**src/rtl/ex_muldiv_unit_if.sv**
```systemverilog
// Request/response bundle for the iterative multiply/divide unit.
interface ex_muldiv_unit_if #(
    parameter int unsigned DATA_W = 32
);
    logic              in_valid;
    logic              in_ready;
    logic [1:0]        op;
    logic [DATA_W-1:0] src_a;
    logic [DATA_W-1:0] src_b;
    logic              flush;
    logic              out_valid;
    logic              out_ready;
    logic [DATA_W-1:0] hi;
    logic [DATA_W-1:0] lo;
    logic              busy;

    // Requester side: issues operations, consumes results.
    modport master (
        output in_valid, op, src_a, src_b, flush, out_ready,
        input  in_ready, out_valid, hi, lo, busy
    );

    // Unit side.
    modport slave (
        input  in_valid, op, src_a, src_b, flush, out_ready,
        output in_ready, out_valid, hi, lo, busy
    );
endinterface

```
**src/rtl/ex_muldiv_unit.sv**
```systemverilog
// Iterative multiply/divide unit: one shift-add or restoring shift-subtract step per cycle
// on operand magnitudes, followed by a single sign-fixup cycle.
module ex_muldiv_unit #(
    parameter int unsigned DATA_W = 32
) (
    input  logic             clk,
    input  logic             resetn,
    ex_muldiv_unit_if.slave  bus
);
    localparam int unsigned CNT_W = $clog2(DATA_W);

    typedef enum logic [1:0] {IDLE, RUN, FIX, DONE} state_t;

    state_t              state_q;
    logic [CNT_W-1:0]    cnt_q;
    logic [2*DATA_W-1:0] acc_q;      // mul: {partial, multiplier}; div: {remainder, quotient}
    logic [DATA_W-1:0]   opd_q;      // multiplicand or divisor magnitude
    logic [DATA_W-1:0]   src_a_q;    // raw dividend, returned as remainder on divide-by-zero
    logic                is_div_q;
    logic                neg_res_q;
    logic                neg_rem_q;
    logic                div0_q;
    logic [DATA_W-1:0]   hi_q;
    logic [DATA_W-1:0]   lo_q;
    logic                out_valid_q;

    logic                signed_op;
    logic [DATA_W-1:0]   mag_a;
    logic [DATA_W-1:0]   mag_b;
    logic [DATA_W:0]     mul_sum;
    logic [DATA_W:0]     div_shift;
    logic                div_ge;
    logic [DATA_W-1:0]   div_rem;
    logic [2*DATA_W-1:0] step_next;
    logic [DATA_W-1:0]   fix_hi;
    logic [DATA_W-1:0]   fix_lo;

    // Operand magnitudes at accept and one iteration step of the selected datapath.
    always_comb begin
        signed_op = bus.op[0];
        mag_a     = (signed_op && bus.src_a[DATA_W-1]) ? -bus.src_a : bus.src_a;
        mag_b     = (signed_op && bus.src_b[DATA_W-1]) ? -bus.src_b : bus.src_b;

        mul_sum   = {1'b0, acc_q[2*DATA_W-1:DATA_W]} + {1'b0, (acc_q[0] ? opd_q : '0)};

        div_shift = {acc_q[2*DATA_W-1:DATA_W], acc_q[DATA_W-1]};
        div_ge    = (div_shift >= {1'b0, opd_q});
        // When div_ge holds the difference is below the divisor, so W bits suffice.
        div_rem   = div_ge ? (div_shift[DATA_W-1:0] - opd_q) : div_shift[DATA_W-1:0];

        if (is_div_q) begin
            step_next = {div_rem, acc_q[DATA_W-2:0], div_ge};
        end else begin
            step_next = {mul_sum, acc_q[DATA_W-1:1]};
        end
    end

    // Sign correction of the finished magnitude result.
    always_comb begin
        fix_hi = acc_q[2*DATA_W-1:DATA_W];
        fix_lo = acc_q[DATA_W-1:0];
        if (!is_div_q) begin
            if (neg_res_q) begin
                {fix_hi, fix_lo} = -acc_q;
            end
        end else if (div0_q) begin
            fix_hi = src_a_q;
            fix_lo = '1;
        end else begin
            if (neg_res_q) begin
                fix_lo = -acc_q[DATA_W-1:0];
            end
            if (neg_rem_q) begin
                fix_hi = -acc_q[2*DATA_W-1:DATA_W];
            end
        end
    end

    // Control FSM and datapath registers; flush wins over accept and consume.
    always_ff @(posedge clk or negedge resetn) begin
        if (!resetn) begin
            state_q     <= IDLE;
            cnt_q       <= '0;
            acc_q       <= '0;
            opd_q       <= '0;
            src_a_q     <= '0;
            is_div_q    <= 1'b0;
            neg_res_q   <= 1'b0;
            neg_rem_q   <= 1'b0;
            div0_q      <= 1'b0;
            hi_q        <= '0;
            lo_q        <= '0;
            out_valid_q <= 1'b0;
        end else if (bus.flush) begin
            state_q     <= IDLE;
            cnt_q       <= '0;
            out_valid_q <= 1'b0;
        end else begin
            unique case (state_q)
                IDLE: begin
                    if (bus.in_valid) begin
                        state_q   <= RUN;
                        cnt_q     <= CNT_W'(DATA_W - 1);
                        is_div_q  <= bus.op[1];
                        neg_res_q <= signed_op && (bus.src_a[DATA_W-1] ^ bus.src_b[DATA_W-1]);
                        neg_rem_q <= signed_op && bus.src_a[DATA_W-1];
                        div0_q    <= bus.op[1] && (bus.src_b == '0);
                        src_a_q   <= bus.src_a;
                        acc_q     <= {{DATA_W{1'b0}}, (bus.op[1] ? mag_a : mag_b)};
                        opd_q     <= bus.op[1] ? mag_b : mag_a;
                    end
                end
                RUN: begin
                    acc_q <= step_next;
                    if (cnt_q == '0) begin
                        state_q <= FIX;
                    end else begin
                        cnt_q <= cnt_q - 1'b1;
                    end
                end
                FIX: begin
                    hi_q    <= fix_hi;
                    lo_q    <= fix_lo;
                    state_q <= DONE;
                end
                DONE: begin
                    // Result registers settle on DONE entry; valid follows one edge later.
                    if (!out_valid_q) begin
                        out_valid_q <= 1'b1;
                    end else if (bus.out_ready) begin
                        out_valid_q <= 1'b0;
                        state_q     <= IDLE;
                    end
                end
                default: state_q <= IDLE;
            endcase
        end
    end

    assign bus.in_ready  = resetn && (state_q == IDLE);
    assign bus.busy      = (state_q != IDLE);
    assign bus.out_valid = out_valid_q;
    assign bus.hi        = hi_q;
    assign bus.lo        = lo_q;
endmodule
```
**src/flat_wrapper.sv**
```systemverilog
// flat-port wrapper written by rule: the top's interface ports become plain ports
module ex_muldiv_unit_flat 
#(
    parameter int unsigned DATA_W = 32
)
  (clk, resetn, bus_in_valid, bus_op, bus_src_a, bus_src_b, bus_flush, bus_out_ready, bus_in_ready, bus_out_valid, bus_hi, bus_lo, bus_busy);
  ex_muldiv_unit_if #(.DATA_W(DATA_W)) bus_i ();
  input  logic clk;
  input  logic resetn;
  input wire logic [$bits(bus_i.in_valid)-1:0] bus_in_valid;
  input wire logic [$bits(bus_i.op)-1:0] bus_op;
  input wire logic [$bits(bus_i.src_a)-1:0] bus_src_a;
  input wire logic [$bits(bus_i.src_b)-1:0] bus_src_b;
  input wire logic [$bits(bus_i.flush)-1:0] bus_flush;
  input wire logic [$bits(bus_i.out_ready)-1:0] bus_out_ready;
  output wire logic [$bits(bus_i.in_ready)-1:0] bus_in_ready;
  output wire logic [$bits(bus_i.out_valid)-1:0] bus_out_valid;
  output wire logic [$bits(bus_i.hi)-1:0] bus_hi;
  output wire logic [$bits(bus_i.lo)-1:0] bus_lo;
  output wire logic [$bits(bus_i.busy)-1:0] bus_busy;
  assign bus_i.in_valid = bus_in_valid;
  assign bus_i.op = bus_op;
  assign bus_i.src_a = bus_src_a;
  assign bus_i.src_b = bus_src_b;
  assign bus_i.flush = bus_flush;
  assign bus_i.out_ready = bus_out_ready;
  assign bus_in_ready = bus_i.in_ready;
  assign bus_out_valid = bus_i.out_valid;
  assign bus_hi = bus_i.hi;
  assign bus_lo = bus_i.lo;
  assign bus_busy = bus_i.busy;
  ex_muldiv_unit #(.DATA_W(DATA_W)) u_core (.clk(clk), .resetn(resetn), .bus(bus_i));
endmodule
```
**config.mk**
```make
export PLATFORM = sky130hd
export DESIGN_NAME = ex_muldiv_unit_flat
export DESIGN_NICKNAME = d
export VERILOG_FILES = /design/src/rtl/ex_muldiv_unit_if.sv /design/src/rtl/ex_muldiv_unit.sv /design/src/flat_wrapper.sv
export SDC_FILE = /design/constraint.sdc
export NUM_CORES = 1
export LEC_CHECK = 0
export CAP_MARGIN = 20
export CORE_ASPECT_RATIO = 0.7
export CORE_MARGIN = 5
export CORE_UTILIZATION = 30
export DETAILED_ROUTE_END_ITERATION = 10
export PLACE_DENSITY = 0.51
export SYNTH_ARGS = -nofsm -noshare
export SYNTH_HDL_FRONTEND = slang
export SYNTH_SLANG_ARGS = --single-unit
```
**constraint.sdc**
```tcl
create_clock -name clk -period 3.4 [get_ports clk]
set_input_delay 0.68 -clock clk [delete_from_list [all_inputs] [get_ports clk]]
set_output_delay 0.68 -clock clk [all_outputs]
set_load 0.005 [all_outputs]
```
==> run summary <==
CTS H-tree depth = 1
Fin crit share = 96.95%
Row count = 72
P&R area growth vs syn = 30.78%
Cells after synthesis = 2103
Drt drc = 0
Peak VDD IR = 0.4761 mV
Clock transition at path regs = 60 ps
Distinct cells, synth = 82
Pin count of the biggest net entering global routing = 128
All-Layer GR Usage = 21.63%
RSZ-0062 raised after global routing = yes
Syn_area_per_cell = 8.008 um^2
Most frequent cells in the layout = buf_4 (262), nor2_1 (217), nand2_1 (209), dfrtp_1 (200), a21oi_1 (189)
Die width = 293.2 um
Final Hold Vio Count = 0
Worst-path maximum fanout = 5
Synth Flop Type = dfrtp_1
Max Clk Rate = 0.3034 GHz
Post-layout min period = 3296 ps
Post-Synthesis Cell Area = 0.01684 mm^2
Least-Margin Pin Slew = 968.4 ps
Fill count = 5709
Startpoint types = register
CTS tree = built
Register area share after synthesis = 30.31%
GRT overflow = 0
Drt total wl = 68750 um
Number of max-cap violations = 0
DRT iter0 DRCs = 1375
Max-slew violations = 0
Setup Skew = 24.51 ps
Commonest non-fill, non-tap cell in the layout = buf_4
Pwr Density = 1016 mW/mm^2
Die Span Y = 208.2 um
Number of placed I/O pins = 138
Die Footprint = 0.06105 mm^2
Top cells by area, synth = dfrtp_1 (30%), a21oi_1 (5.8%), o21ai_0 (5.5%)
Critical path endpoint category = register
Leak Pwr = 9.372 nW
CP arrival = 3720 ps
Via density = 5.408
Via count = 17100
Later-pin clock latency in the skew report = 550 ps
Drt wl/cell = 21.73 um
Slowest cell delay on critical path = 410 ps
Clock tree buffer depth = 3
Setup violators final = 0
HP Class = register to register
Status = finished clean
CP cell instances = inv_1 > ha_1 > nand4_1 > nor4_4 > a211oi_2 > o2111a_2 > or3_1 > nand2_2 > mux2_2 > a221o_1
Syn Nets = 2250
Core area = 0.05540 mm^2
Vias in the first global route = 16610
Max stage delay cell, worst path = nor4_4
Register bit count reported by yosys = 204
PortBufs = 137
TritonCTS Buffers = 25
Layout cells sized above 1 = 19.25%
Nets = 2551
Root Driver = clkbuf_16
First-pass GRT wire length = 104000 um
Routability congestion estimate from global placement = 0.9460
Biggest area consumer among synthesized cells = dfrtp_1
Synth Warn # = 0
Setup TNS = 0 ps
Post-synth EDFFs = 0
Relative slew slack = 35.44%
Placed wire-length estimate = 53230 um
Power Total = 0.02238 W
Effective utilization at floorplan = 30.40%
DRT Pass-1 Iters = 5
Final ANT Viol Nets = 0
Worst Path Required = 3820 ps
Multi-input gate area = 0.01128 mm^2
Critical path's top delay family = simple AND/OR/NAND/NOR gates
Crit path buffers/inverters = 1
Initial antenna violation count = 5
Yosys top cell area share = 30.31%
Setup CP Type = register to register
Asr flop ratio synth = 100.0%
Sink Count = 204
R2R Setup Slk = 100 ps
Register Area = 0.005110 mm^2
path summary, 6_finish.rpt:
check,to,startpoint,cells after the start
min,u_core.bus.hi[3],u_core.bus.hi[3],2
max reg2reg,u_core.acc_q[55],u_core.opd_q[8],10
max in group asynchronous,u_core.acc_q[55],resetn,3
min reg2reg,u_core.bus.hi[3],u_core.bus.hi[3],2
min in group asynchronous,u_core.cnt_q[4],resetn,2
max,u_core.acc_q[55],u_core.opd_q[8],10
final cells by class:
cell class | count | area share [%]
Timing Repair Buffer | 414 | 16.28
Inverter | 70 | 1.204
Tap cell | 740 | 4.204
Multi-Input combinational cell | 1689 | 51.24
Antenna cell | 2 | 0.02273
Sequential cell | 204 | 23.20
Clock inverter | 12 | 0.6534
Clock buffer | 32 | 3.187
cell usage after synthesis, types with 8 or more instances:
cell and count:
nor2b_1 14, nor2_1 226, clkbuf_1 120, and3_1 11, xnor2_1 91, nand2_1 212
or4_1 14, dfrtp_1 204, o211ai_1 18, xor2_1 93, or2_2 8, o41ai_1 15
o21ai_0 186, o21a_1 15, nor3b_1 9, ha_1 74, buf_1 9, a21oi_1 196
nand2b_1 15, a211oi_1 45, a21o_1 31, o221ai_1 13, nor4_1 20, nand4_1 11
nand3_1 32, mux2_2 61, o31ai_1 35, o21ai_1 10, a22oi_1 12, mux2i_1 48
or3_1 26, inv_1 68, a31oi_1 14, nor3_1 36
registers in the layout, indices dropped and copies added, names as in the netlist:
signal                cells
u_core.opd_q             32
u_core.bus.lo            32
u_core.cnt_q              5
u_core.is_div_q           1
u_core.bus.out_valid      1
u_core.neg_rem_q          1
u_core.acc_q             64
u_core.bus.hi            32
u_core.neg_res_q          1
u_core.state_q            2
u_core.div0_q             1
u_core.src_a_q           32
worst min-delay path, stage by stage, from the launching register on:
cell and delay [ps]:
dfrtp_1 340, nand2_1 50, nand2_1 60
kinds of logic after synthesis:
logic type      synth area share, %
mux                           6.932
compound gates                24.34
simple gates                  18.24
xor+xnor                      9.570
flops                         30.31
fa+ha+maj                     5.736
buf+inv                       4.867
layer usage:
layer / vias to the layer above / track usage [%] / wire length (um)
met5: - / 0 / 34
met4: 6 / 3.929 / 1372
met3: 82 / 6.993 / 6516
met2: 579 / 30.99 / 27930
met1: 8265 / 32.06 / 32890
li1: 8172 / - / -
per-stage QoR:
step                      cell area [um^2]  utilization (%)  setup WS [ps]  hold WS, ps  instances
after detailed placement             20690            37.34         -324.7        465.0       3108
after global placement               20690            37.34         -238.7        464.7       3108
after global routing                 22020            39.74         -32.30        502.3       3162
after CTS                            21620            39.03          3.440        481.2       3154
final                                22020            39.75          103.7        474.5       3163
after floorplan                      16840                -          113.3        384.4       2103
what timing repair did:
item                                    4_1_cts  5_1_grt
resized for setup                            23       71
hold buffers                                  1        0
setup buffers                                 1        6
pin swaps                                     5       28
endpoints found under the hold margin         8        0
endpoints found under the setup margin       23       41
where the power goes:
part	internal (W)	switching, W	total (W)
sequential	0.00352	0.00113	0.00465
combinational	0.00655	0.00833	0.0149
clock	0.00168	0.00117	0.00285
(Power assumes the default switching activity.)
